File: config.mk
export PLATFORM = sky130hd
export DESIGN_NAME = mips_mem_arbiter_flat
export DESIGN_NICKNAME = d
export VERILOG_FILES = /design/src/rtl/mips_mem_arbiter_if.sv /design/src/rtl/mips_mem_arbiter.sv /design/src/flat_wrapper.sv
export SDC_FILE = /design/constraint.sdc
export NUM_CORES = 1
export LEC_CHECK = 0
export ABC_AREA = 0
export BUFFER_PORTS_ARGS = -buffer_cell sky130_fd_sc_hd__buf_2
export CORE_AREA = 2 2 109 111
export CTS_CLUSTER_SIZE = 16
export DETAILED_ROUTE_END_ITERATION = 12
export DIE_AREA = 0 0 111 113
export GPL_ROUTABILITY_DRIVEN = 0
export PLACE_DENSITY_LB_ADDON = 0.05
export SETUP_SLACK_MARGIN = 0.1
export SYNTH_ARGS = -nofsm -noshare
export SYNTH_HDL_FRONTEND = slang
export SYNTH_SLANG_ARGS = --single-unit
File: constraint.sdc
create_clock -name clk1 -period 3 [get_ports clk1]
set_input_delay 0.3 -clock clk1 [delete_from_list [all_inputs] [get_ports clk1]]
set_output_delay 0.3 -clock clk1 [all_outputs]
set_load 0.02 [all_outputs]
File: src/rtl/mips_mem_arbiter_if.sv
// Request/grant/return bundle between the three memory requesters, the arbiter and the word memory.
// master = requesters plus memory side, slave = arbiter.
interface mips_mem_arbiter_if #(
  parameter int AW = 10,
  parameter int DW = 32
);
  logic          halted;

  logic          if_req;
  logic [AW-1:0] if_addr;
  logic          if_gnt;
  logic          if_rvalid;
  logic [DW-1:0] if_rdata;

  logic          dm_req;
  logic          dm_we;
  logic [AW-1:0] dm_addr;
  logic [DW-1:0] dm_wdata;
  logic          dm_gnt;
  logic          dm_rvalid;
  logic [DW-1:0] dm_rdata;

  logic          dbg_req;
  logic          dbg_we;
  logic [AW-1:0] dbg_addr;
  logic [DW-1:0] dbg_wdata;
  logic          dbg_gnt;
  logic          dbg_rvalid;
  logic [DW-1:0] dbg_rdata;

  logic          mem_en;
  logic          mem_we;
  logic [AW-1:0] mem_addr;
  logic [DW-1:0] mem_wdata;
  logic [DW-1:0] mem_rdata;

  modport master (
    output halted,
    output if_req, if_addr,
    input  if_gnt, if_rvalid, if_rdata,
    output dm_req, dm_we, dm_addr, dm_wdata,
    input  dm_gnt, dm_rvalid, dm_rdata,
    output dbg_req, dbg_we, dbg_addr, dbg_wdata,
    input  dbg_gnt, dbg_rvalid, dbg_rdata,
    input  mem_en, mem_we, mem_addr, mem_wdata,
    output mem_rdata
  );

  modport slave (
    input  halted,
    input  if_req, if_addr,
    output if_gnt, if_rvalid, if_rdata,
    input  dm_req, dm_we, dm_addr, dm_wdata,
    output dm_gnt, dm_rvalid, dm_rdata,
    input  dbg_req, dbg_we, dbg_addr, dbg_wdata,
    output dbg_gnt, dbg_rvalid, dbg_rdata,
    output mem_en, mem_we, mem_addr, mem_wdata,
    input  mem_rdata
  );
endinterface

File: src/rtl/mips_mem_arbiter.sv
// One-access-per-cycle arbiter (DBG > DM > IF, IF forced after STARVE_MAX losses) for a sync-read word memory.
// Grant is combinational; read data returns one cycle after grant to the issuing port; losers hold their request.
module mips_mem_arbiter #(
  parameter int AW         = 10,
  parameter int DW         = 32,
  parameter int STARVE_MAX = 4
) (
  input  logic                  clk1,
  input  logic                  rst,
  mips_mem_arbiter_if.slave     bus
);
  localparam logic [1:0] OWN_NONE = 2'd0;
  localparam logic [1:0] OWN_IF   = 2'd1;
  localparam logic [1:0] OWN_DM   = 2'd2;
  localparam logic [1:0] OWN_DBG  = 2'd3;
  localparam logic [3:0] STARVE_LIM = 4'(STARVE_MAX);

  logic [3:0]    starve_cnt_q, starve_cnt_d;
  logic [1:0]    rd_owner_q, rd_owner_d;
  logic          if_elig;
  logic          if_gnt, dm_gnt, dbg_gnt;
  logic          mem_we;
  logic [AW-1:0] mem_addr;
  logic [DW-1:0] mem_wdata;
  logic          if_rvalid, dm_rvalid, dbg_rvalid;

  assign if_elig = bus.if_req && !bus.halted;

  always_comb begin
    if_gnt  = 1'b0;
    dm_gnt  = 1'b0;
    dbg_gnt = 1'b0;
    if (!rst) begin
      if (bus.dbg_req) begin
        dbg_gnt = 1'b1;
      end else if (bus.dm_req && if_elig) begin
        // DM normally wins, but IF takes the slot once it has lost STARVE_MAX times in a row
        if (starve_cnt_q == STARVE_LIM) if_gnt = 1'b1;
        else                            dm_gnt = 1'b1;
      end else if (bus.dm_req) begin
        dm_gnt = 1'b1;
      end else if (if_elig) begin
        if_gnt = 1'b1;
      end
    end
  end

  always_comb begin
    mem_we    = 1'b0;
    mem_addr  = '0;
    mem_wdata = '0;
    if (dbg_gnt) begin
      mem_we    = bus.dbg_we;
      mem_addr  = bus.dbg_addr;
      mem_wdata = bus.dbg_wdata;
    end else if (dm_gnt) begin
      mem_we    = bus.dm_we;
      mem_addr  = bus.dm_addr;
      mem_wdata = bus.dm_wdata;
    end else if (if_gnt) begin
      mem_addr  = bus.if_addr;
    end
  end

  always_comb begin
    starve_cnt_d = starve_cnt_q;
    if (if_gnt || !bus.if_req || bus.halted) begin
      starve_cnt_d = 4'd0;
    end else if (starve_cnt_q < STARVE_LIM) begin
      starve_cnt_d = starve_cnt_q + 4'd1;
    end

    rd_owner_d = OWN_NONE;
    if (dbg_gnt && !bus.dbg_we)     rd_owner_d = OWN_DBG;
    else if (dm_gnt && !bus.dm_we)  rd_owner_d = OWN_DM;
    else if (if_gnt)                rd_owner_d = OWN_IF;
  end

  always_ff @(posedge clk1) begin
    if (rst) begin
      starve_cnt_q <= 4'd0;
      rd_owner_q   <= OWN_NONE;
    end else begin
      starve_cnt_q <= starve_cnt_d;
      rd_owner_q   <= rd_owner_d;
    end
  end

  // A read whose return cycle coincides with reset is dropped
  assign if_rvalid  = !rst && (rd_owner_q == OWN_IF);
  assign dm_rvalid  = !rst && (rd_owner_q == OWN_DM);
  assign dbg_rvalid = !rst && (rd_owner_q == OWN_DBG);

  assign bus.if_gnt     = if_gnt;
  assign bus.dm_gnt     = dm_gnt;
  assign bus.dbg_gnt    = dbg_gnt;
  assign bus.mem_en     = if_gnt | dm_gnt | dbg_gnt;
  assign bus.mem_we     = mem_we;
  assign bus.mem_addr   = mem_addr;
  assign bus.mem_wdata  = mem_wdata;

  assign bus.if_rvalid  = if_rvalid;
  assign bus.dm_rvalid  = dm_rvalid;
  assign bus.dbg_rvalid = dbg_rvalid;
  assign bus.if_rdata   = if_rvalid  ? bus.mem_rdata : '0;
  assign bus.dm_rdata   = dm_rvalid  ? bus.mem_rdata : '0;
  assign bus.dbg_rdata  = dbg_rvalid ? bus.mem_rdata : '0;
endmodule
File: src/flat_wrapper.sv
// flat-port wrapper written by rule: the top's interface ports become plain ports
module mips_mem_arbiter_flat 
#(
  parameter int AW         = 10,
  parameter int DW         = 32,
  parameter int STARVE_MAX = 4
)
  (clk1, rst, bus_halted, bus_if_req, bus_if_addr, bus_if_gnt, bus_if_rvalid, bus_if_rdata, bus_dm_req, bus_dm_we, bus_dm_addr, bus_dm_wdata, bus_dm_gnt, bus_dm_rvalid, bus_dm_rdata, bus_dbg_req, bus_dbg_we, bus_dbg_addr, bus_dbg_wdata, bus_dbg_gnt, bus_dbg_rvalid, bus_dbg_rdata, bus_mem_en, bus_mem_we, bus_mem_addr, bus_mem_wdata, bus_mem_rdata);
  mips_mem_arbiter_if #(.AW(AW), .DW(DW)) bus_i ();
  input  logic clk1;
  input  logic rst;
  input wire logic [$bits(bus_i.halted)-1:0] bus_halted;
  input wire logic [$bits(bus_i.if_req)-1:0] bus_if_req;
  input wire logic [$bits(bus_i.if_addr)-1:0] bus_if_addr;
  output wire logic [$bits(bus_i.if_gnt)-1:0] bus_if_gnt;
  output wire logic [$bits(bus_i.if_rvalid)-1:0] bus_if_rvalid;
  output wire logic [$bits(bus_i.if_rdata)-1:0] bus_if_rdata;
  input wire logic [$bits(bus_i.dm_req)-1:0] bus_dm_req;
  input wire logic [$bits(bus_i.dm_we)-1:0] bus_dm_we;
  input wire logic [$bits(bus_i.dm_addr)-1:0] bus_dm_addr;
  input wire logic [$bits(bus_i.dm_wdata)-1:0] bus_dm_wdata;
  output wire logic [$bits(bus_i.dm_gnt)-1:0] bus_dm_gnt;
  output wire logic [$bits(bus_i.dm_rvalid)-1:0] bus_dm_rvalid;
  output wire logic [$bits(bus_i.dm_rdata)-1:0] bus_dm_rdata;
  input wire logic [$bits(bus_i.dbg_req)-1:0] bus_dbg_req;
  input wire logic [$bits(bus_i.dbg_we)-1:0] bus_dbg_we;
  input wire logic [$bits(bus_i.dbg_addr)-1:0] bus_dbg_addr;
  input wire logic [$bits(bus_i.dbg_wdata)-1:0] bus_dbg_wdata;
  output wire logic [$bits(bus_i.dbg_gnt)-1:0] bus_dbg_gnt;
  output wire logic [$bits(bus_i.dbg_rvalid)-1:0] bus_dbg_rvalid;
  output wire logic [$bits(bus_i.dbg_rdata)-1:0] bus_dbg_rdata;
  output wire logic [$bits(bus_i.mem_en)-1:0] bus_mem_en;
  output wire logic [$bits(bus_i.mem_we)-1:0] bus_mem_we;
  output wire logic [$bits(bus_i.mem_addr)-1:0] bus_mem_addr;
  output wire logic [$bits(bus_i.mem_wdata)-1:0] bus_mem_wdata;
  input wire logic [$bits(bus_i.mem_rdata)-1:0] bus_mem_rdata;
  assign bus_i.halted = bus_halted;
  assign bus_i.if_req = bus_if_req;
  assign bus_i.if_addr = bus_if_addr;
  assign bus_if_gnt = bus_i.if_gnt;
  assign bus_if_rvalid = bus_i.if_rvalid;
  assign bus_if_rdata = bus_i.if_rdata;
  assign bus_i.dm_req = bus_dm_req;
  assign bus_i.dm_we = bus_dm_we;
  assign bus_i.dm_addr = bus_dm_addr;
  assign bus_i.dm_wdata = bus_dm_wdata;
  assign bus_dm_gnt = bus_i.dm_gnt;
  assign bus_dm_rvalid = bus_i.dm_rvalid;
  assign bus_dm_rdata = bus_i.dm_rdata;
  assign bus_i.dbg_req = bus_dbg_req;
  assign bus_i.dbg_we = bus_dbg_we;
  assign bus_i.dbg_addr = bus_dbg_addr;
  assign bus_i.dbg_wdata = bus_dbg_wdata;
  assign bus_dbg_gnt = bus_i.dbg_gnt;
  assign bus_dbg_rvalid = bus_i.dbg_rvalid;
  assign bus_dbg_rdata = bus_i.dbg_rdata;
  assign bus_mem_en = bus_i.mem_en;
  assign bus_mem_we = bus_i.mem_we;
  assign bus_mem_addr = bus_i.mem_addr;
  assign bus_mem_wdata = bus_i.mem_wdata;
  assign bus_i.mem_rdata = bus_mem_rdata;
  mips_mem_arbiter #(.AW(AW), .DW(DW), .STARVE_MAX(STARVE_MAX)) u_core (.clk1(clk1), .rst(rst), .bus(bus_i));
endmodule
==> impl_metrics.py <==
metrics = {
    "detailed_routing": {
        "via_count": 2478,
        "wl_um": 8460,
        "antenna_left": 0,
        "dr.first_iter.drc_count": 80,
        "post_drt_via_cell_ratio": 4.02,
        "dr.pass1.iters": 3,
        "route.detailed.drc": 0,
        "wl_per_cell_um": 13.7,
    },
    "timing": {
        "period_minus_slack_ns": 2.43,
        "worstMarginPinSlew_ns": 0.712,
        "period_share_pct": 81.1,
        "clock_skew_ns": 0.000308,
        "tns_ns": 0,
        "max_freq_ghz": 0.411,
        "finalMaxSlewViolations": 0,
        "slew_headroom_pct": 52.5,
        "grt_setup_unrepaired": "no",
        "hold_viol_final": 0,
        "finalWorstSetupSlack_ns": 0.567,
        "setup_viol": 0,
    },
    "finish": {
        "areaGrowthSynthToFinish_pct": 107,
        "layout.nets": 611,
        "fillers": 1253,
        "area.sequential_um2": 120,
        "drive_above_1_share_pct": 61.7,
        "multiInputGateArea_um2": 1270,
        "fin_util_pct": 27.6,
        "n_antenna_cell": 0,
    },
    "yosys": {
        "syn_area_um2": 1500,
        "synthArstFlopShare_pct": 0,
        "seq_area_frac_synth_pct": 7.99,
        "ys_seq_elements": 6,
        "synthMostInstantiatedCell": "and2_1",
        "synth-edff-count": 0,
        "synth_common_cells": "and2_1, a22o_1, a221o_1, clkbuf_1, buf_2",
        "syn_avg_cell_area_um2": 7.33,
        "ys_types": 26,
        "synth_fp_nets": 341,
        "synthDominantCellAreaShare_pct": 44.1,
        "synth_warnings": 0,
        "synthFlopType": "dfxtp_1",
        "yosysTopAreaCell": "and2_1",
        "synth_area_leaders": "and2_1, a22o_1, dfxtp_1",
        "synth_cells": 205,
    },
    "power_and_ir_drop": {
        "leakage_nw": 1.97,
        "p_total_uw": 623,
        "peakVddDrop_uv": 107,
        "p_per_area_nw_per_um2": 200,
    },
    "grt": {
        "grt_pass1_vias": 2424,
        "gr-total-overflow": 0,
        "antenna_found_initial": 0,
        "grt_max_degree": 46,
        "grt_usage_pct": 12.1,
        "grt_first_pass_wirelength_um": 12400,
    },
    "cts": {
        "clock_path_buffers": 2,
        "post_cts_buffers": 0,
        "root_buffer": "clkbuf_16",
        "cts_buffers": 3,
        "insertion_delay_ns": 0.22,
        "cts_resized": 0,
        "postCtsHoldBufs": 0,
        "cts_sinks": 6,
        "h-tree-depth": 1,
        "clk_pin_slew_worst_paths_ns": 0.03,
        "cts_tree": "done",
    },
    "setup_path": {
        "path_max_fanout": 29,
        "crit_required_ns": 2.70,
        "cp-start-kind": "flip-flop",
        "worst-setup-path-type": "reg2out",
        "crit_path_end_kind": "primary output",
        "rrSetupSlack_ns": 1.44,
        "arrival_ns": 2.13,
    },
    "floorplanning": {
        "num_rows": 39,
        "die_area_um2": 12500,
        "fp.dieH_um": 113,
        "ios": 280,
        "start_util_pct": 13.3,
        "die_x_um": 111,
        "coreArea_um2": 11300,
    },
    "flow_run": {
        "cap_violations": 0,
    },
    "placed_design": {
        "hpwl_um": 7210,
        "pre_cts_ws_ns": 0.776,
        "io_buffers": 279,
    },
    "outcome": {
        "status": "finished clean",
    },
    "min_path": {
        "min_path_type": "in2reg",
    },
}
-- worst max-delay path, cell delays in order, from the launching register on --
cell      delay, ns
dfxtp_1        0.32
inv_1          0.06
ha_1           0.21
nand3b_4       0.10
o211a_1        0.47
buf_12         0.27
a221o_1        0.30
buf_2          0.16
-- cells by family after synthesis --
group | synth area share, %
AO/OA/AOI/OAI | 30.5
XOR/XNOR | 0.583
adder cells (fa/ha/maj) | 1.67
buffers and inverters | 8.08
flip-flops | 7.99
AND/OR/NAND/NOR | 51.2
-- layout by cell type, fill, tap and decap left out, types with 2 or more instances in the layout --
master     netlist  layout
a21oi_1          2       2
a221o_1         10      10
a22o_1          33      33
and2_1         106     106
buf_2            7     279
buf_4            0       4
clkbuf_16        0       3
dfxtp_1          6       6
ha_1             2       2
inv_1            4       4
nand2b_1         2       2
nor2_1           6       6
nor3b_2          0       2
-- flip-flops by register name (all words and copies together), names as in the netlist --
| register | flops |
|---|---|
| u_core.rd_owner_q | 2 |
| u_core.starve_cnt_q | 4 |
-- worst paths after layout --
kind / from / to / depth (start not counted)
setup reg to reg: u_core.starve_cnt_q[0] / u_core.rd_owner_q[1] / 5
hold reg to reg: u_core.starve_cnt_q[1] / u_core.starve_cnt_q[1] / 2
setup / recovery: u_core.starve_cnt_q[0] / bus_mem_addr[7] / 7
hold / removal: bus_dbg_we / u_core.rd_owner_q[1] / 2
-- report_power, final --
group / switching (mW) / leakage [nW] / internal (mW)
clock network: 0.0401 / 0.0370 / 0.171
logic: 0.179 / 1.89 / 0.149
registers: 0.00162 / 0.0488 / 0.0825
total: 0.221 / 1.97 / 0.402
-- stage by stage --
step / instances / hold WS, ns / area [um2]
2_1_floorplan: 205 / 0.401 / 1500
3_3_place_gp: 613 / 0.506 / 3040
3_5_place_dp: 613 / 0.503 / 3040
4_1_cts: 616 / 0.320 / 3110
5_1_grt: 616 / 0.330 / 3110
6_report: 616 / 0.321 / 3110
-- metal layers --
metal | up-vias | global-route usage, % | part of all wire [%]
met2 | 170 | 25.9 | 56
met1 | 1058 | 11.7 | 34
met4 | 0 | 1.67 | 0.66
met5 | - | 0 | 0
li1 | 1246 | - | -
met3 | 4 | 2.89 | 9.4
-- cell type report --
cell class / count / area share [%]
sequential: 6 / 3.86
tap: 143 / 5.75
inverter: 5 / 0.603
timing repair buffer: 284 / 46.5
clock buffer: 3 / 2.41
multi-input combinational: 175 / 40.9
Note: power is estimated with default switching activity, not from simulation.
